File: src/rtl/ifq_pkg.sv
// rtl/ifq_pkg.sv - shared sizes, fetch FSM encoding and line word helper for the fetch queue
package ifq_pkg;

  localparam int IFQ_DEPTH      = 4;
  localparam int LINE_W         = 128;
  localparam int WORDS_PER_LINE = 4;

  typedef enum logic [1:0] {
    IDLE = 2'd0,
    REQ  = 2'd1,
    DROP = 2'd2
  } fetch_state_t;

  // Word k of a cache line sits at bits [32k+31:32k].
  function automatic logic [31:0] line_word(input logic [LINE_W-1:0] line, input logic [1:0] idx);
    logic [31:0] word;
    case (idx)
      2'd0:    word = line[31:0];
      2'd1:    word = line[63:32];
      2'd2:    word = line[95:64];
      default: word = line[127:96];
    endcase
    return word;
  endfunction

endpackage

File: src/rtl/ifetch_queue_if.sv
// rtl/ifetch_queue_if.sv - cache request/response and dispatch handshake bundle for the fetch queue
interface ifetch_queue_if;
  import ifq_pkg::*;

  logic [31:0]       Ifq_pc_out;
  logic              Ifq_rd_en;
  logic [LINE_W-1:0] Icache_dout;
  logic              Icache_dout_valid;
  logic [31:0]       ifetch_intruction;
  logic [31:0]       ifetch_pc_4;
  logic              ifetch_empty;
  logic              Dispatch_ren;
  logic              Dispatch_jmp;
  logic [31:0]       Dispatch_jmp_addr;

  // The fetch queue side of the bundle.
  modport master (
    output Ifq_pc_out, Ifq_rd_en, ifetch_intruction, ifetch_pc_4, ifetch_empty,
    input  Icache_dout, Icache_dout_valid, Dispatch_ren, Dispatch_jmp, Dispatch_jmp_addr
  );

  // The cache / dispatch side of the bundle.
  modport slave (
    input  Ifq_pc_out, Ifq_rd_en, ifetch_intruction, ifetch_pc_4, ifetch_empty,
    output Icache_dout, Icache_dout_valid, Dispatch_ren, Dispatch_jmp, Dispatch_jmp_addr
  );

endinterface

File: src/rtl/ifq_line_ram.sv
// rtl/ifq_line_ram.sv - 4 x 128-bit line store, synchronous write, asynchronous read
module ifq_line_ram
  import ifq_pkg::*;
(
  input  logic              clk,
  input  logic              we,
  input  logic [1:0]        waddr,
  input  logic [LINE_W-1:0] wdata,
  input  logic [1:0]        raddr,
  output logic [LINE_W-1:0] rdata
);

  logic [LINE_W-1:0] mem [IFQ_DEPTH];

  // Line write on the clock edge; contents need no reset since pointers gate visibility.
  always_ff @(posedge clk) begin
    if (we) begin
      mem[waddr] <= wdata;
    end
  end

  assign rdata = mem[raddr];

endmodule

File: src/rtl/ifetch_queue.sv
// rtl/ifetch_queue.sv - instruction fetch queue: line prefetch FSM, 4-line buffer, word-granular dispatch
module ifetch_queue
  import ifq_pkg::*;
(
  input  logic           clock,
  input  logic           reset,
  ifetch_queue_if.master bus
);

  fetch_state_t      state_q;
  fetch_state_t      state_d;
  logic [2:0]        wp;
  logic [2:0]        rp;
  logic [1:0]        off;
  logic [31:0]       rd_pc;
  logic [31:0]       fetch_pc;
  logic [31:0]       req_addr;
  logic              empty;
  logic              full;
  logic              line_we;
  logic              req_latch;
  logic              do_pop;
  logic [LINE_W-1:0] head_line;
  logic [31:0]       head_word;
  logic              unused_addr_bits;

  // Redirect targets are word aligned; the low two address bits carry no information.
  assign unused_addr_bits = ^bus.Dispatch_jmp_addr[1:0];

  // Pointer compare uses registered pointers only, so same-cycle write/free do not interact.
  assign empty  = (wp == rp);
  assign full   = (wp[1:0] == rp[1:0]) && (wp[2] != rp[2]);
  assign do_pop = bus.Dispatch_ren && !empty && !bus.Dispatch_jmp;

  ifq_line_ram u_line_ram (
    .clk   (clock),
    .we    (line_we),
    .waddr (wp[1:0]),
    .wdata (bus.Icache_dout),
    .raddr (rp[1:0]),
    .rdata (head_line)
  );

  // Fetch FSM state register.
  always_ff @(posedge clock) begin
    if (!reset) begin
      state_q <= IDLE;
    end else begin
      state_q <= state_d;
    end
  end

  // Fetch FSM next state, line write strobe and request address latch.
  always_comb begin
    state_d   = state_q;
    line_we   = 1'b0;
    req_latch = 1'b0;
    case (state_q)
      IDLE: begin
        if (!bus.Dispatch_jmp && !full) begin
          state_d   = REQ;
          req_latch = 1'b1;
        end
      end
      REQ: begin
        if (bus.Dispatch_jmp) begin
          // A redirect kills the line in flight; if it has not arrived yet, wait it out.
          state_d = bus.Icache_dout_valid ? IDLE : DROP;
        end else if (bus.Icache_dout_valid) begin
          line_we = 1'b1;
          state_d = IDLE;
        end
      end
      DROP: begin
        if (bus.Icache_dout_valid) begin
          state_d = IDLE;
        end
      end
      default: state_d = IDLE;
    endcase
  end

  // Queue pointers, PCs and request address; a redirect overrides every other update.
  always_ff @(posedge clock) begin
    if (!reset) begin
      wp       <= 3'd0;
      rp       <= 3'd0;
      off      <= 2'd0;
      rd_pc    <= 32'd0;
      fetch_pc <= 32'd0;
      req_addr <= 32'd0;
    end else begin
      if (req_latch) begin
        req_addr <= fetch_pc;
      end
      if (bus.Dispatch_jmp) begin
        wp       <= 3'd0;
        rp       <= 3'd0;
        off      <= bus.Dispatch_jmp_addr[3:2];
        rd_pc    <= {bus.Dispatch_jmp_addr[31:2], 2'b00};
        fetch_pc <= {bus.Dispatch_jmp_addr[31:4], 4'h0};
      end else begin
        if (line_we) begin
          wp       <= wp + 3'd1;
          fetch_pc <= fetch_pc + 32'd16;
        end
        if (do_pop) begin
          rd_pc <= rd_pc + 32'd4;
          off   <= off + 2'd1;
          if (off == 2'd3) begin
            rp <= rp + 3'd1;
          end
        end
      end
    end
  end

  // Head word of the oldest line, selected by the word offset.
  always_comb begin
    head_word = line_word(head_line, off);
  end

  assign bus.Ifq_rd_en         = (state_q == REQ) || (state_q == DROP);
  assign bus.Ifq_pc_out        = req_addr;
  assign bus.ifetch_empty      = empty;
  assign bus.ifetch_intruction = empty ? 32'h0 : head_word;
  assign bus.ifetch_pc_4       = rd_pc + 32'd4;

endmodule

File: src/flat_wrapper.sv
// flat-port wrapper written by rule: the top's interface ports become plain ports
module ifetch_queue_flat import ifq_pkg::*;
  (clock, reset, bus_Ifq_pc_out, bus_Ifq_rd_en, bus_ifetch_intruction, bus_ifetch_pc_4, bus_ifetch_empty, bus_Icache_dout, bus_Icache_dout_valid, bus_Dispatch_ren, bus_Dispatch_jmp, bus_Dispatch_jmp_addr);
  ifetch_queue_if bus_i ();
  input  logic clock;
  input  logic reset;
  output wire logic [$bits(bus_i.Ifq_pc_out)-1:0] bus_Ifq_pc_out;
  output wire logic [$bits(bus_i.Ifq_rd_en)-1:0] bus_Ifq_rd_en;
  output wire logic [$bits(bus_i.ifetch_intruction)-1:0] bus_ifetch_intruction;
  output wire logic [$bits(bus_i.ifetch_pc_4)-1:0] bus_ifetch_pc_4;
  output wire logic [$bits(bus_i.ifetch_empty)-1:0] bus_ifetch_empty;
  input wire logic [$bits(bus_i.Icache_dout)-1:0] bus_Icache_dout;
  input wire logic [$bits(bus_i.Icache_dout_valid)-1:0] bus_Icache_dout_valid;
  input wire logic [$bits(bus_i.Dispatch_ren)-1:0] bus_Dispatch_ren;
  input wire logic [$bits(bus_i.Dispatch_jmp)-1:0] bus_Dispatch_jmp;
  input wire logic [$bits(bus_i.Dispatch_jmp_addr)-1:0] bus_Dispatch_jmp_addr;
  assign bus_Ifq_pc_out = bus_i.Ifq_pc_out;
  assign bus_Ifq_rd_en = bus_i.Ifq_rd_en;
  assign bus_ifetch_intruction = bus_i.ifetch_intruction;
  assign bus_ifetch_pc_4 = bus_i.ifetch_pc_4;
  assign bus_ifetch_empty = bus_i.ifetch_empty;
  assign bus_i.Icache_dout = bus_Icache_dout;
  assign bus_i.Icache_dout_valid = bus_Icache_dout_valid;
  assign bus_i.Dispatch_ren = bus_Dispatch_ren;
  assign bus_i.Dispatch_jmp = bus_Dispatch_jmp;
  assign bus_i.Dispatch_jmp_addr = bus_Dispatch_jmp_addr;
  ifetch_queue u_core (.clock(clock), .reset(reset), .bus(bus_i));
endmodule
File: config.mk
export PLATFORM = sky130hd
export DESIGN_NAME = ifetch_queue_flat
export DESIGN_NICKNAME = d
export VERILOG_FILES = /design/src/rtl/ifq_pkg.sv /design/src/rtl/ifetch_queue_if.sv /design/src/rtl/ifq_line_ram.sv /design/src/rtl/ifetch_queue.sv /design/src/flat_wrapper.sv
export SDC_FILE = /design/constraint.sdc
export NUM_CORES = 1
export LEC_CHECK = 0
export BUFFER_PORTS_ARGS = -buffer_cell sky130_fd_sc_hd__buf_2
export CAP_MARGIN = 20
export CELL_PAD_IN_SITES_DETAIL_PLACEMENT = 0
export CELL_PAD_IN_SITES_GLOBAL_PLACEMENT = 1
export CORE_MARGIN = 10
export CORE_UTILIZATION = 40
export DETAILED_ROUTE_END_ITERATION = 10
export GPL_ROUTABILITY_DRIVEN = 0
export HOLD_SLACK_MARGIN = 0.05
export PLACE_DENSITY_LB_ADDON = 0.1
export SETUP_SLACK_MARGIN = 0.05
export SLEW_MARGIN = 30
export SYNTH_ARGS = -nofsm -noshare
export SYNTH_HDL_FRONTEND = slang
export SYNTH_SLANG_ARGS = --single-unit
File: constraint.sdc
create_clock -name clock -period 4.95 [get_ports clock]
set_clock_uncertainty 0.05 [all_clocks]
set_input_delay 0.7425 -clock clock [delete_from_list [all_inputs] [get_ports clock]]
set_output_delay 0.7425 -clock clock [all_outputs]
set_load 0.005 [all_outputs]
; Word level (Yosys, flattened, before mapping)
; Memory sizes are Yosys's and may differ from the RTL's. A register that Yosys moved wholly into a read port is not among the register bits.
; Index checks and enable logic that the tools add are counted.
[op_classes]
addsub = 5
eq_ne = 9
n_mux = 22
n_bitwise = 1
reduce_logical = 14
[ops]
columns = operator, n
row1 = 2-to-1 mux 32 bit, 5
row2 = case mux 32 bit (3 select lines), 1
row3 = "adder 32 x 3 -> 32 bit, second input constant", 1
row4 = "adder 32 x 5 -> 32 bit, second input constant", 1
row5 = 2-to-1 mux 2 bit, 8
row6 = 2-to-1 mux 1 bit, 7
row7 = "adder 3 x 1 -> 3 bit, second input constant", 2
row8 = "equality test 2 bit, second input constant", 3
row9 = case mux 2 bit (3 select lines), 1
row10 = "equality test 2 x 1 -> 1 bit, second input constant", 2
row11 = logical AND 1 bit, 4
row12 = zero test 2 bit, 2
row13 = nonzero test 2 bit, 2
row14 = equality test 3 bit, 1
row15 = zero test 1 bit, 3
row16 = "adder 2 x 1 -> 2 bit, second input constant", 1
row17 = equality test 2 bit, 1
row18 = "inequality test 2 x 1 -> 1 bit, second input constant", 1
row19 = AND reduction 2 bit, 1
row20 = OR reduction 2 bit, 1
row21 = logical OR 1 bit, 1
row22 = inequality test 1 bit, 1
row23 = NOT 1 bit, 1
[word_totals]
reg_bits = 106
mem_bits_rw = 512
in_bits = 165
elab_cells = 61
memories = 1
[memory_table]
columns = name, words, width, read_ports, rd_ports_with_merged_regs, write_ports, line_no
row1 = u_core.u_line_ram.mem, 4, 128, 1, 1, 1, ifq_line_ram.sv:13  ; logic [LINE_W-1:0] mem [IFQ_DEPTH];

; Depth between registers and ports, before layout
[logic_depth]
word_depth = 7
ltp_mapped = 7
ltp_nobuf = 6

; Modules after synthesis
; Synthesis repeated with hierarchy kept, for this count alone.
[hier_totals]
hier_cells = 1435
area_unflattened_um2 = 24526.0
[by_module_without_submodules]
columns = module, n_inst, cells_each, area_per_inst_um2, seq_area_each_um2
row1 = ifq_line_ram, 1, 672, 18602.8, 15374.7
row2 = ifetch_queue, 1, 763, 5923.2, 1921.8

; Worst setup path after synthesis
; OpenSTA, ideal clock, no wires.
[synth_path]
kind = input to register
startpoint = input bus_Dispatch_jmp
endpoint = memory u_core.u_line_ram.mem[3][0], enable pin
arrival_time_ps = 4017
t_required_ps = 4395
setup_slack_ps = 379
cell_stages = 2
n_path_buf = 0
cell_sequence = and3b_1 > and2_1
[synth_between]
elab_chain_cells = 4
[synth_lines]
columns = item, line_no
row1 = start: declaration, flat_wrapper.sv:15  ; input wire logic [$bits(bus_i.Dispatch_jmp)-1:0] bus_Dispatch_jmp;
row2 = 2-to-1 mux 1 bit, ifetch_queue.sv:66  ; if (bus.Dispatch_jmp) begin
row3 = 2-to-1 mux 1 bit, ifetch_queue.sv:58  ; case (state_q)
row4 = 2-to-1 mux 1 bit, ifq_line_ram.sv:17  ; if (we) begin
row5 = 2-to-1 mux 1 bit (implied by the code), ifq_line_ram.sv:18  ; mem[waddr] <= wdata;
row6 = end: declaration, ifq_line_ram.sv:13
; Every way passes these cells.

==> results by group <==
Yosys
  • Yosys cell types: 60
  • Synth Area in Simple Gates: 6.52%
  • Cell count after synthesis: 1490
  • Post-synth top cells: edfxtp_1 (512), mux4_2 (128), dfxtp_1 (98), nand2_1 (95), a21oi_1 (74)
  • Post-Synth Adder-Cell Area: 0.760%
  • Synth Area in Compound Gates: 7.23%
  • Top FF cell, synth: edfxtp_1
  • Avg Inst Size Synth: 16.6 sq um
  • Largest area contributor in the netlist: edfxtp_1
  • Synth area leaders: edfxtp_1 (62%), mux4_2 (12%), dfxtp_1 (7.9%)
  • XOR/XNOR share of the synthesized area: 1.67%
  • Register area share after synthesis: 70.2%
  • Post-synthesis mux area share: 11.7%
  • Synthesis Warnings: 0
  • Synth top area share: 62.2%
  • Main combinational cell family by area after synthesis: multiplexers
  • Synthesized flop and latch total: 610
  • Cell with the most instances after synthesis: edfxtp_1
  • Synthesized area: 0.0247 sq mm
  • Post-synth ARST share: 0%
  • EDFF count, synth: 512

Routing
  • Starting DRT DRC Count: 1016
  • Residual DRC: 0
  • Via Count: 14504
  • Post-route ant nets: 0
  • WL/cell: 25.0 um
  • Drt via density: 5.58
  • First-pass iteration count of the detailed router: 5
  • Final WL: 64900 um

Worst setup path
  • Largest stage delay, worst path: 910 ps
  • Critical path class: flip-flop to output port
  • Crit path max-delay family: flip-flops
  • Slowest stage cell, crit path: dfxtp_4
  • Crit-path max FO: 38
  • CP Data Required Time: 4160 ps
  • Critical Path AT: 3050 ps
  • Worst Setup Start Kind: flip-flop
  • CP endpoint kind: output port
  • Crit path buf inv count: 2
  • CP cell instances: buf_4 -> mux4_2 -> a21oi_1 -> a211oi_1 -> buf_2

STA
  • Final hold violations: 0
  • Relative slew margins: 30.2%
  • Worst-Margin Slew: 1050 ps
  • Setup TNS: 0 ps
  • Minimum period implied by the final worst setup slack: 3850 ps
  • RSZ-0062 raised after global routing: no
  • Fin crit share: 77.7%
  • Max Slew Vio Count: 0
  • Final setup viols: 0
  • Fmax: 260 MHz

Min path
  • Hold WC Path Type: input port to flip-flop

GRT
  • Global-route wire length before repair: 96500 um
  • Largest net degree at the start of global routing: 129
  • Total track usage: 17.9%
  • Vias in the first global route: 14791
  • Initial antenna violation count: 17
  • Global route overflow: 0

Floorplanning
  • Area of the die: 0.0721 sq mm
  • Die height: 269 um
  • Core box area: 0.0615 sq mm
  • Number of cell rows: 91
  • I/O Pins: 263
  • Initial core utilization: 40.2%
  • DIE WIDTH: 269 um

Placement
  • HPWL Detailed: 41200 um
  • IO buf count: 254

Clock tree
  • Clk Latency, worst-skew pair: 600 ps
  • Clock transition at the registers of the reported paths: 60 ps
  • CTS Buf Count: 70
  • Post-CTS Hold Fix Bufs: 0
  • Root Driver: clkbuf_16
  • Clock Tree Buf Depth: 3
  • Setup bufs post-CTS: 0
  • H-Tree Depth: 3
  • Number of gates resized after cts: 0
  • CTS tree: done
  • Clk sink count: 610

Finish
  • Area grow syn2layout: 18.3%
  • Share of layout cells above drive strength 1: 29.5%
  • Final core occ: 47.5%
  • Fillcell total: 5396
  • Layout Nets: 1935

Power
  • PD cells: 382 mW/mm^2
  • VDD IR max: 0.000247 V
  • Leakage power: 0.00953 uW

Run status
  • Status: complete, no violations

Run
  • Max_cap viols: 0
==> stage by stage <==
stage	setup slack [ps]	hold WS, ps	instance area [sq um]	power, uW	cells
floorplan	379	395	24700	6010	1495
global placement	1610	391	27000	6270	2473
detailed placement	1610	396	27000	6280	2473
CTS	947	250	29200	11300	2597
global route	830	272	29200	11600	2597
finish	1100	290	29200	11200	2599
==> cell families after synthesis <==
family | after synthesis
other | 1
multiplexers | 130
AO/OA/AOI/OAI | 275
buffers and inverters | 112
AND/OR/NAND/NOR | 300
flip-flops | 610
adder cells (fa/ha/maj) | 15
XOR/XNOR | 47
==> metal layers <==
| layer | routed length, um | global-route usage (%) |
|---|---|---|
| met5 | 101 | 0 |
| met4 | 1910 | 6.21 |
| met3 | 3670 | 4.10 |
| met2 | 32800 | 30.2 |
| met1 | 26400 | 22.4 |
==> registers in the layout (all words and copies together) (netlist names), named ones only <==
signal                 count
u_core.bus.Ifq_pc_out     28
u_core.fetch_pc           28
u_core.off                 2
u_core.rd_pc              30
u_core.rp                  3
u_core.state_q             2
u_core.u_line_ram.mem    512
u_core.wp                  3
==> report_power, final <==
part	total, uW	internal (uW)	switching, uW
Clock	4990	2950	2040
Combinational	469	177	292
Sequential	5700	5630	64.6
Total	11200	8760	2400
==> path summary, 6_finish.rpt <==
| check | start | endpoint | slack, ps | cells after the start |
|---|---|---|---|---|
| setup / recovery | flip-flop | bus_ifetch_intruction[2] | 1100 | 5 |
| setup reg to reg | u_core.state_q[1] | u_core.u_line_ram.mem[0][55] | 2230 | 5 |
| hold reg to reg | u_core.bus.Ifq_pc_out[16] | u_core.bus.Ifq_pc_out[16] | 400 | 2 |
| hold / removal | bus_Icache_dout[75] | u_core.u_line_ram.mem[3][75] | 290 | 1 |
==> area by class of cell <==
type	count	area (sq um)	share of cell area, %
multi-input cells	773	7000	23.9
flip-flops and latches	610	17300	59.3
repair buffers	286	1610	5.51
clock inverters	32	312	1.07
well taps	790	988	3.38
diodes	2	5.00	0.0171
inverters	14	52.6	0.180
clock buffers	92	1920	6.56
==> placed cells by master, fill, tap and decap left out, types with 8 or more instances in the layout <==
| cell | n |
|---|---|
| xnor2_1 | 23 |
| mux4_2 | 128 |
| nor2b_1 | 34 |
| xor2_1 | 24 |
| a22oi_1 | 33 |
| edfxtp_1 | 512 |
| nand2_1 | 95 |
| or4_1 | 23 |
| inv_1 | 12 |
| clkbuf_16 | 73 |
| o31ai_1 | 20 |
| nor4_1 | 11 |
| nor2_1 | 25 |
| nor3_1 | 11 |
| nand4_1 | 22 |
| dfxtp_1 | 96 |
| or3_1 | 13 |
| buf_4 | 24 |
| ha_1 | 11 |
| o21ai_0 | 36 |
| nand3_1 | 27 |
| a211oi_1 | 38 |
| buf_12 | 8 |
| a21oi_1 | 74 |
| a31oi_1 | 34 |
| clkbuf_1 | 17 |
| and4_1 | 10 |
| clkinv_1 | 16 |
| buf_2 | 254 |
Note: power is estimated with default switching activity, not from simulation.
